<file path="src/rtl/spi_cmd_slave_if.sv">
// spi_cmd_slave_if: SPI pins plus the byte-side handshake of the command front end
interface spi_cmd_slave_if;
    logic       SCLK;
    logic       SS;
    logic       MOSI;
    logic       MISO;
    logic [7:0] tx_data;
    logic [7:0] rx_byte;
    logic       rx_valid;
    logic       tx_load;
    logic       frame_err;
    logic       busy;
    modport slave (
        input  SCLK, SS, MOSI, tx_data,
        output MISO, rx_byte, rx_valid, tx_load, frame_err, busy
    );
    modport master (
        output SCLK, SS, MOSI, tx_data,
        input  MISO, rx_byte, rx_valid, tx_load, frame_err, busy
    );
endinterface

</file>
<file path="src/rtl/spi_cmd_slave.sv">
// spi_cmd_slave: mode-0 SPI slave, deserialises command bytes and returns a status byte
module spi_cmd_slave #(
    parameter int         SYNC_STAGES = 2,
    parameter logic [7:0] RESET_BYTE  = 8'd0,
    parameter logic       IDLE_MISO   = 1'b0
) (
    input logic            clk,
    input logic            rst_n,
    spi_cmd_slave_if.slave spi
);
    typedef enum logic [1:0] {IDLE, LOAD, SHIFT} state_t;
    state_t                 state;
    logic [SYNC_STAGES-1:0] sclk_sy, ss_sy, mosi_sy;
    logic                   sclk_h, ss_h, mosi_h;
    logic [SYNC_STAGES:0]   flushed;
    logic                   armed;
    logic                   sclk_rise, sclk_fall, ss_fall, ss_rise;
    logic [2:0]             bit_cnt, cnt_nxt;
    logic [6:0]             rx_sr, tx_sr;
    logic                   reload;

    assign cnt_nxt = sclk_rise ? bit_cnt + 3'd1 : bit_cnt;

    // Synchronisers, history flops and registered edge pulses. SS falls are only
    // trusted once the pipeline holds real pin samples and SS has been seen high,
    // so a reset released with SS already low cannot start a frame.
    always_ff @(posedge clk or negedge rst_n)
        if (!rst_n) begin
            sclk_sy   <= '0;
            ss_sy     <= '1;
            mosi_sy   <= '0;
            sclk_h    <= 1'b0;
            ss_h      <= 1'b1;
            mosi_h    <= 1'b0;
            flushed   <= '0;
            armed     <= 1'b0;
            sclk_rise <= 1'b0;
            sclk_fall <= 1'b0;
            ss_fall   <= 1'b0;
            ss_rise   <= 1'b0;
        end else begin
            sclk_sy   <= {sclk_sy[SYNC_STAGES-2:0], spi.SCLK};
            ss_sy     <= {ss_sy[SYNC_STAGES-2:0], spi.SS};
            mosi_sy   <= {mosi_sy[SYNC_STAGES-2:0], spi.MOSI};
            sclk_h    <= sclk_sy[SYNC_STAGES-1];
            ss_h      <= ss_sy[SYNC_STAGES-1];
            mosi_h    <= mosi_sy[SYNC_STAGES-1];
            flushed   <= {flushed[SYNC_STAGES-1:0], 1'b1};
            armed     <= armed | (flushed[SYNC_STAGES] & ss_h);
            sclk_rise <= sclk_sy[SYNC_STAGES-1] & ~sclk_h;
            sclk_fall <= ~sclk_sy[SYNC_STAGES-1] & sclk_h;
            ss_fall   <= armed & ~ss_sy[SYNC_STAGES-1] & ss_h;
            ss_rise   <= ss_sy[SYNC_STAGES-1] & ~ss_h;
        end

    // Frame FSM: the SCLK edge of a cycle is applied before an SS rise in the same cycle
    always_ff @(posedge clk or negedge rst_n)
        if (!rst_n) begin
            state         <= IDLE;
            spi.rx_byte   <= RESET_BYTE;
            spi.rx_valid  <= 1'b0;
            spi.tx_load   <= 1'b0;
            spi.frame_err <= 1'b0;
            spi.busy      <= 1'b0;
            spi.MISO      <= IDLE_MISO;
            bit_cnt       <= 3'd0;
            rx_sr         <= '0;
            tx_sr         <= '0;
            reload        <= 1'b0;
        end else begin
            spi.rx_valid  <= 1'b0;
            spi.tx_load   <= 1'b0;
            spi.frame_err <= 1'b0;
            case (state)
                IDLE: if (ss_fall) begin
                    state       <= LOAD;
                    spi.busy    <= 1'b1;
                    spi.tx_load <= 1'b1;
                    spi.MISO    <= spi.tx_data[7];
                    tx_sr       <= spi.tx_data[6:0];
                    bit_cnt     <= 3'd0;
                    reload      <= 1'b0;
                end
                LOAD: if (ss_rise) begin
                    state    <= IDLE;
                    spi.busy <= 1'b0;
                    spi.MISO <= IDLE_MISO;
                end else
                    state <= SHIFT;
                SHIFT: begin
                    if (sclk_rise) begin
                        rx_sr   <= {rx_sr[5:0], mosi_h};
                        bit_cnt <= cnt_nxt;
                        if (bit_cnt == 3'd7) begin
                            spi.rx_byte  <= {rx_sr, mosi_h};
                            spi.rx_valid <= 1'b1;
                            reload       <= 1'b1;
                        end
                    end
                    if (sclk_fall) begin
                        if (reload) begin
                            tx_sr       <= spi.tx_data[6:0];
                            spi.MISO    <= spi.tx_data[7];
                            spi.tx_load <= 1'b1;
                            reload      <= 1'b0;
                        end else begin
                            tx_sr    <= {tx_sr[5:0], 1'b0};
                            spi.MISO <= tx_sr[6];
                        end
                    end
                    if (ss_rise) begin
                        state         <= IDLE;
                        spi.busy      <= 1'b0;
                        spi.MISO      <= IDLE_MISO;
                        spi.frame_err <= cnt_nxt != 3'd0;
                        bit_cnt       <= 3'd0;
                        rx_sr         <= '0;
                        reload        <= 1'b0;
                    end
                end
                default: state <= IDLE;
            endcase
        end
endmodule

</file>
<file path="src/flat_wrapper.sv">
// flat-port wrapper written by rule: the top's interface ports become plain ports
module spi_cmd_slave_flat 
#(
    parameter int         SYNC_STAGES = 2,
    parameter logic [7:0] RESET_BYTE  = 8'd0,
    parameter logic       IDLE_MISO   = 1'b0
)
  (clk, rst_n, spi_SCLK, spi_SS, spi_MOSI, spi_tx_data, spi_MISO, spi_rx_byte, spi_rx_valid, spi_tx_load, spi_frame_err, spi_busy);
  spi_cmd_slave_if spi_i ();
  input logic clk;
  input logic rst_n;
  input wire logic [$bits(spi_i.SCLK)-1:0] spi_SCLK;
  input wire logic [$bits(spi_i.SS)-1:0] spi_SS;
  input wire logic [$bits(spi_i.MOSI)-1:0] spi_MOSI;
  input wire logic [$bits(spi_i.tx_data)-1:0] spi_tx_data;
  output wire logic [$bits(spi_i.MISO)-1:0] spi_MISO;
  output wire logic [$bits(spi_i.rx_byte)-1:0] spi_rx_byte;
  output wire logic [$bits(spi_i.rx_valid)-1:0] spi_rx_valid;
  output wire logic [$bits(spi_i.tx_load)-1:0] spi_tx_load;
  output wire logic [$bits(spi_i.frame_err)-1:0] spi_frame_err;
  output wire logic [$bits(spi_i.busy)-1:0] spi_busy;
  assign spi_i.SCLK = spi_SCLK;
  assign spi_i.SS = spi_SS;
  assign spi_i.MOSI = spi_MOSI;
  assign spi_i.tx_data = spi_tx_data;
  assign spi_MISO = spi_i.MISO;
  assign spi_rx_byte = spi_i.rx_byte;
  assign spi_rx_valid = spi_i.rx_valid;
  assign spi_tx_load = spi_i.tx_load;
  assign spi_frame_err = spi_i.frame_err;
  assign spi_busy = spi_i.busy;
  spi_cmd_slave #(.SYNC_STAGES(SYNC_STAGES), .RESET_BYTE(RESET_BYTE), .IDLE_MISO(IDLE_MISO)) u_core (.clk(clk), .rst_n(rst_n), .spi(spi_i));
endmodule
</file>
<file path="config.mk">
export PLATFORM = sky130hd
export DESIGN_NAME = spi_cmd_slave_flat
export DESIGN_NICKNAME = d
export VERILOG_FILES = /design/src/rtl/spi_cmd_slave_if.sv /design/src/rtl/spi_cmd_slave.sv /design/src/flat_wrapper.sv
export SDC_FILE = /design/constraint.sdc
export NUM_CORES = 1
export LEC_CHECK = 0
export CAP_MARGIN = 25
export CORE_MARGIN = 8
export CORE_UTILIZATION = 39
export DETAILED_ROUTE_END_ITERATION = 10
export DONT_BUFFER_PORTS = 1
export GPL_ROUTABILITY_DRIVEN = 0
export PLACE_DENSITY = 0.54
export SLEW_MARGIN = 20
export SYNTH_ARGS = -nofsm -noshare
export SYNTH_HDL_FRONTEND = slang
export SYNTH_SLANG_ARGS = --single-unit
</file>
<file path="constraint.sdc">
create_clock -name clk -period 2.4 [get_ports clk]
set_input_delay 0.48 -clock clk [delete_from_list [all_inputs] [get_ports clk]]
set_output_delay 0.48 -clock clk [all_outputs]
set_load 0.01 [all_outputs]
</file>
Word level (Yosys, flattened, before mapping)
Index checks and enable logic that the tools add are counted.

word-level totals
  register bits = 50
  input port bits = 13
  output and inout port bits = 13
  logic and storage cells = 99

cells by class
  add/subtract/negate cells = 1
  equality and inequality tests = 10
  muxes and demuxes = 39
  bitwise operators = 11
  reductions and logical operators = 15

operators with widths
  operator                                             number
  2-to-1 mux 7 bit                                     5
  2-to-1 mux 1 bit                                     20
  case mux 7 bit (2 select lines)                      1
  2-to-1 mux 3 bit                                     4
  AND reduction 3 bit                                  4
  != test 2 x 1 -> 1 bit, second input constant        5
  bitwise AND 1 bit                                    6
  2-to-1 mux 2 bit                                     3
  != test 3 x 1 -> 1 bit, second input constant        2
  case mux 1 bit (2 select lines)                      3
  case mux 2 bit (3 select lines)                      1
  case mux 3 bit (2 select lines)                      1
  AND reduction 2 bit                                  3
  nonzero test 2 bit                                   3
  nonzero test 3 bit                                   2
  NOT 1 bit                                            4
  AND reduction 4 bit                                  1
  adder 3 x 1 -> 3 bit, second input constant          1
  equality test 3 bit, second input constant           1
  case mux 1 bit (3 select lines)                      1
  equality test 2 x 1 -> 1 bit, second input constant  1
  equality test 2 bit, second input constant           1
  zero test 2 bit                                      1
  OR reduction 2 bit                                   1
  OR 1 bit                                             1

Depth between registers and ports, before layout
  depth in word-level cells = 7
  depth in mapped cells = 9
  gate-level depth less buffers = 6

Worst setup path before layout
Ideal clock, no wire load.

  kind = flip-flop to flip-flop
  start point = register u_core.state[0]
  end point = register u_core.spi.rx_byte[0]
  library setup time = 0.125 ns
  arrival = 1.422 ns
  required time = 2.275 ns
  setup slack = 0.853 ns
  cell stages (with the launch flop) = 8
  buffers on the path = 2
  clock period less this slack = 1.547 ns
  cell sequence = dfrtp_1 inv_1 ha_1 buf_4 and2_1 buf_6 nand2_4 mux2_4

on the way
  longest elaborated chain between the ends = 2

RTL lines
  what                                  RTL line                text
  start: declaration                    spi_cmd_slave.sv:12     state_t state;
  start signal: assignment              spi_cmd_slave.sv:59     state <= IDLE;
  start signal: assignment              spi_cmd_slave.sv:76     state <= LOAD;
  start signal: assignment              spi_cmd_slave.sv:85     state <= IDLE;
  equality test 2 bit                   spi_cmd_slave.sv:74     case (state)
  AND reduction 3 bit (no source line)  -
  end signal: assignment                spi_cmd_slave.sv:95     spi.rx_byte <= {rx_sr, mosi_h};
  end: declaration                      spi_cmd_slave_if.sv:15  output MISO, rx_byte, rx_valid, tx_load, frame_err, busy

Every way passes these cells.
A chain may end at the register's enable or synchronous reset.

Worst setup path in the final report
Same ends and word-level chain as after synthesis.

==> impl_metrics.yaml <==
cells_and_area:
  n_antenna_cell: 0
  fin_nets: 198
  multi_input_area_um2: 720.7
  area.sequential_um2: 1255
  drive_gt1_share_pct: 12.85
  final_util_pct: 44.11
  synthToLayoutAreaGrowth_pct: 8.763
  post_layout_nonfiller_instances: 249
  n_fill_cell: 508
clock_network:
  h-tree-depth: 2
  root_buffer: "clkbuf_8"
  cts_buffer_depth: 2
  cts_made_buffers: 5
  worstSkewPairLatency_ns: 0.30
  cts_tree: "done"
  clock_sinks: 50
  clk_pin_slew_ns: 0.09
  postCtsSetupBuffers: 0
critical_path:
  r2r-start: "u_core.state[0]$_DFFE_PN0P_"
  rrSetupSlack_ns: 0.44
  startpoint_type: "flop"
  cp.buffers_inverters: 1
  cp_slowest_cell: "dfrtp_1"
  crit_type: "reg -> reg"
  critPathMaxFanout: 16
  critPathCapture: "u_core.spi.rx_byte[0]$_DFFE_PN0P_"
  crit_chain: "inv_1 > ha_1 > and2_1 > nand2_4 > mux2_4"
  cpLargestDelayFamily: "simple AND/OR/NAND/NOR gates"
  crit_path_start: "u_core.state[0]$_DFFE_PN0P_"
  crit_cells: 5
  rr_endpoint: "u_core.spi.rx_byte[0]$_DFFE_PN0P_"
  crit_arrival_ns: 2.15
  endpoint_kind: "flop"
  worst-endpoint-required_ns: 2.59
  reg2regPathDepth: 5
  slowest_delay_ns: 0.42
global_routing:
  grt_antenna_before_repair: 0
  grt_pass1_vias: 1246
  grt_pass1_wl_um: 5989
  track_usage_pct: 9.888
  grt-ovfl-total: 0
  grt_start_max_net_pins: 48
route:
  drc: 0
  avgViaCountPerCell: 5.028
  drtIter0Drc: 80
  num_vias: 1252
  drt.antenna.violating_nets: 0
  wl_um: 3675
  drt-wirelength-per-cell_um: 14.76
  dr.pass1.iters: 4
placement:
  io_buffers: 0
  dp_cells: 239
  dp_hpwl_um: 2502
power_and_ir_drop:
  cellLeakagePower_nw: 1.062
  power_density_nw_per_um2: 1040
  peakVddDrop_mv: 0.5330
floorplanning:
  num_io_pins: 26
  core_area_um2: 5140
  die-area_um2: 7941
  num_rows: 26
  start_util_pct: 40.56
  die_h_um: 89.11
  die_w_um: 89.11
run_status:
  status: "completed"
synthesis:
  syn-num-nets: 196
  synthDistinctLibCells: 37
  syn_area_um2: 2084
  ys.flop_type: "dfrtp_1"
  async_reset_ff_share_pct: 100.0
  ys.warnings.count: 0
  postSynthAreaPerCell_um2: 11.84
  yosysSeqAreaShare_pct: 60.20
  synth_edf_count: 0
  synth_cells: 176
  ys_ff_latch: 50
timing:
  final_max_slew_viol_count: 0
  slew_headroom_pct: 63.31
  fin_crit_sh_pct: 81.67
  worst_pin_slew_ns: 0.5486
  rsz0062_at_grt: "false"
  min_period_ns: 1.960
  hold_slack_ns: 0.01658
  fin_setup_tns_ns: 0
  final-hold-violation-count: 0
  fin_worst_skew_ns: 0.009315
  max_freq_ghz: 0.5102
  setup_viol: 0
hold_path:
  hp-class: "in -> async"
job:
  maxCapViolations: 0
-- cells by family (layout without fill, tap and decap cells) --
family | after synthesis | after routing | synth area share [%]
flip-flops | 50 | 50 | 60.20
AO/OA/AOI/OAI | 49 | 49 | 15.07
AND/OR/NAND/NOR | 40 | 40 | 10.98
buffers and inverters | 21 | 24 | 5.222
multiplexers | 8 | 8 | 4.142
adder cells (fa/ha/maj) | 7 | 7 | 4.201
other | 1 | 1 | 0.1799
-- metal layers --
layer	share of wire [%]	track usage, %
met5	0	0
met2	46	15.49
met3	5.5	3.309
met1	46	11.96
met4	2.2	4.683
-- sequential cells by signal, indices dropped and copies added (netlist names), 2 cells and up --
register            flops
u_core.flushed          3
u_core.tx_sr            7
u_core.rx_sr            7
u_core.sclk_sy          2
u_core.ss_sy            2
u_core.bit_cnt          3
u_core.state            2
u_core.mosi_sy          2
u_core.spi.rx_byte      8
-- layout make-up --
cell class	instances	share of cell area, %
inverter	13	2.152
clock inverter	2	1.656
multi-input combinational	105	31.79
timing repair buffer	3	1.987
clock buffer	6	3.201
sequential	50	55.35
tap	70	3.863
-- worst min-delay path by stage --
stage                                        end  slack, ns  cells past startpoint
2_1_floorplan             u_core.armed$_DFF_PN0_       0.18                      0
3_3_place_gp   u_core.spi.rx_byte[5]$_DFFE_PN0P_       0.19                      0
3_5_place_dp   u_core.spi.rx_byte[5]$_DFFE_PN0P_       0.19                      0
4_1_cts                u_core.ss_sy[0]$_DFF_PN1_      0.008                      0
5_1_grt        u_core.spi.rx_byte[3]$_DFFE_PN0P_      0.009                      1
6_report       u_core.spi.rx_byte[4]$_DFFE_PN0P_       0.02                      1
-- repair_timing --
action                                 in CTS  in global routing
endpoints found under the hold margin      47                  3
hold buffers                                1                  1
resized for setup                           0                  0
-- cell usage after synthesis, drive strengths merged, types with 3 or more instances --
| cell | n | area, um2 |
|---|---|---|
| a21oi | 15 | 86.34 |
| a2bb2oi | 7 | 61.31 |
| a32o | 3 | 30.03 |
| buf | 7 | 56.30 |
| dfrtp | 47 | 1176 |
| dfstp | 3 | 78.83 |
| ha | 7 | 87.58 |
| inv | 13 | 48.80 |
| mux2i | 6 | 60.06 |
| nand2 | 14 | 60.06 |
| nor2 | 11 | 46.29 |
| nor2b | 5 | 46.30 |
| o21ai | 13 | 65.06 |
| o22ai | 7 | 43.79 |
-- where the power goes --
part	internal, mW	switching [mW]
sequential	1.00	0.104
clock	0.311	0.267
combinational	0.293	0.384
total	1.60	0.755
-- layout by cell type, fill, tap and decap left out, types with 4 or more instances in the layout --
cell type,synthesis,routed
o21ai_1,9,9
nor2_1,9,9
clkbuf_8,0,5
o22ai_1,7,7
inv_1,13,13
a21oi_1,12,12
dfrtp_1,47,47
a2bb2oi_1,7,7
nand2_1,13,13
mux2i_1,6,6
ha_1,7,7
o21ai_0,4,4
-- stage by stage --
step           area, um2  setup slack (ns)  power (mW)
3_3_place_gp        2120            0.5352       1.747
2_1_floorplan       2085            0.8529       1.688
5_1_grt             2267            0.3066       2.527
6_report            2267            0.4398       2.359
3_5_place_dp        2120            0.4577       1.778
4_1_cts             2257            0.4153       2.382
(Power assumes the default switching activity.)
==> RTL change: new RTL, same settings <==
Re-encode `state_t` (3 states) as one-hot, 3 bits wide.
--- a/src/rtl/spi_cmd_slave.sv
+++ b/src/rtl/spi_cmd_slave.sv
@@ -8,7 +8,7 @@
     input logic            rst_n,
     spi_cmd_slave_if.slave spi
 );
-    typedef enum logic [1:0] {IDLE, LOAD, SHIFT} state_t;
+    typedef enum logic [2:0] {IDLE = 3'b001, LOAD = 3'b010, SHIFT = 3'b100} state_t;
     state_t                 state;
     logic [SYNC_STAGES-1:0] sclk_sy, ss_sy, mosi_sy;
     logic                   sclk_h, ss_h, mosi_h;
Behaviour: no difference found for any inputs over 10 cycles, from zero or initial values and one cycle with rst_n low; not proved beyond that.
==> RTL change against the unedited design <==
- final area decreased by 1.3%
- setup slack better by 0.17 ns
- non-clock buffer count rose by 1
- via count shrank 1.5%
- wire length grew 1.0%
- maximum frequency is 9.6% higher
- critical path depth fell by 2
- sequential cell count increased by 1
- global-route usage up 0.74 points
- area after synthesis shrank 0.78%
- cell count is 3.2% lower
Power is not compared: it rests on default switching activity, and its combinational part moved more than twofold at a synthesized area within 25%.
==> RTL change: results (changes against the unedited design) <==
final hold slack 0.00954 ns (-0.00704 ns); delay of the slowest cell on the worst path 0.53 ns (+0.11 ns); most frequent cells after synthesis sky130_fd_sc_hd__dfrtp_1, sky130_fd_sc_hd__o21ai_0, sky130_fd_sc_hd__nand2_1; Routed met3 length 262 um (+30%); Syn Inst Count 168 (-4.5%); WL per Instance 15.4 um (+4.4%); mux share of post-synthesis cell area 9.32% (+5.2 points); layout inverter count without the clock tree 3 (-10); Hold-fix buffers, CTS 2 (+1); number of fill cells in the layout 495 (-2.6%); overall via count from detail_route 1233 (-1.5%); DRT iter0 DRCs 49 (-39%); proportion of synthesized chip area in sequential cells 61.9% (+1.7 points); DP Worst Slack 0.595 ns (+0.138 ns); total track usage 10.6% (+0.74 points); Slew @ Worst Pin 0.581 ns (+0.0326 ns); metal2 WL 1740 um (+2.2%); outcome completed; share of cells above drive strength 1 15.8% (+2.9 points); synthesized netlist net count 183 (-6.6%); Register-to-Register Path Depth 3 (-2); post-route met1 wirelength 1640 um (-2.5%); clk_skew 0.00559 ns (-0.00373 ns); Arr. time, crit path 1.98 ns (-0.17 ns); Final nets 185 (-6.6%); cell with the biggest individual delay on the critical path sky130_fd_sc_hd__or3b_4; biggest fanout along the worst timing path 11 (-5); Non-clock buffering overhead 2.35% (+0.36 points); RR Startpoint u_core.state[1]; instance count after placement with tap cells included 231 (-3.3%); Cell variety after synth 34 (-8.1%); share of the final layout cell area in sequential cells 57.2% (+1.9 points); via count of the first global-routing pass 1324 (+6.3%); count of buffers not belonging to the clock network in the layout 4 (+1); wire length of the first global-routing pass 6300 um (+5.2%); minimum clock period 1.79 ns (-0.172 ns); global-route track usage on met3 4.36% (+1.1 points); library cell used as clock root buffer sky130_fd_sc_hd__clkbuf_8; placed wire-length estimate 2450 um (-2.3%); CLK BUF 7 (+1); end of the worst register-to-register path u_core.spi.rx_byte[2]; number of sinks on the clock net 51 (+2.0%); met2 GRT Util 16.2% (+0.68 points); setup slack, reg-to-reg 0.61 ns (+0.17 ns); footprint of the multi-input gates 722 um2 (+0.17%); top area cells in the synthesized netlist sky130_fd_sc_hd__dfrtp_1, sky130_fd_sc_hd__mux2_2, sky130_fd_sc_hd__dfstp_2; clock tree cell share of total cell area 3.75% (-1.1 points); share of the synthesized netlist area taken by xor and xnor gates 0.423% (+0.42 points); post-synthesis compound-gate area fraction 10.2% (-4.8 points)
## RTL change: stage by stage
stage / area, um2 / total power, W
global placement: 2120 / 0.00108
finish: 2240 / 0.00157
floorplan: 2070 / 0.00106
global route: 2240 / 0.00165
CTS: 2240 / 0.00160
detailed placement: 2120 / 0.00109
## RTL change: power by group
| part | switching (W) | internal [W] | leakage, nW |
|---|---|---|---|
| Clock | 0.000273 | 0.000207 | 0.0385 |
| Combinational | 0.0000641 | 0.0000547 | 0.291 |
| Sequential | 0.0000493 | 0.000924 | 0.626 |
| Total | 0.000386 | 0.00119 | 0.955 |
## RTL change: how the worst max path moves through the flow
stage | from | to | cells after the start
detailed placement | u_core.state[1] | u_core.spi.rx_byte[2] | 3
finish | u_core.state[1] | u_core.spi.rx_byte[2] | 3
floorplan | u_core.state[1] | u_core.spi.rx_byte[0] | 4
global route | u_core.state[1] | u_core.spi.rx_byte[2] | 3
global placement | u_core.state[1] | u_core.spi.rx_byte[6] | 3
CTS | u_core.state[1] | u_core.spi.rx_byte[2] | 3
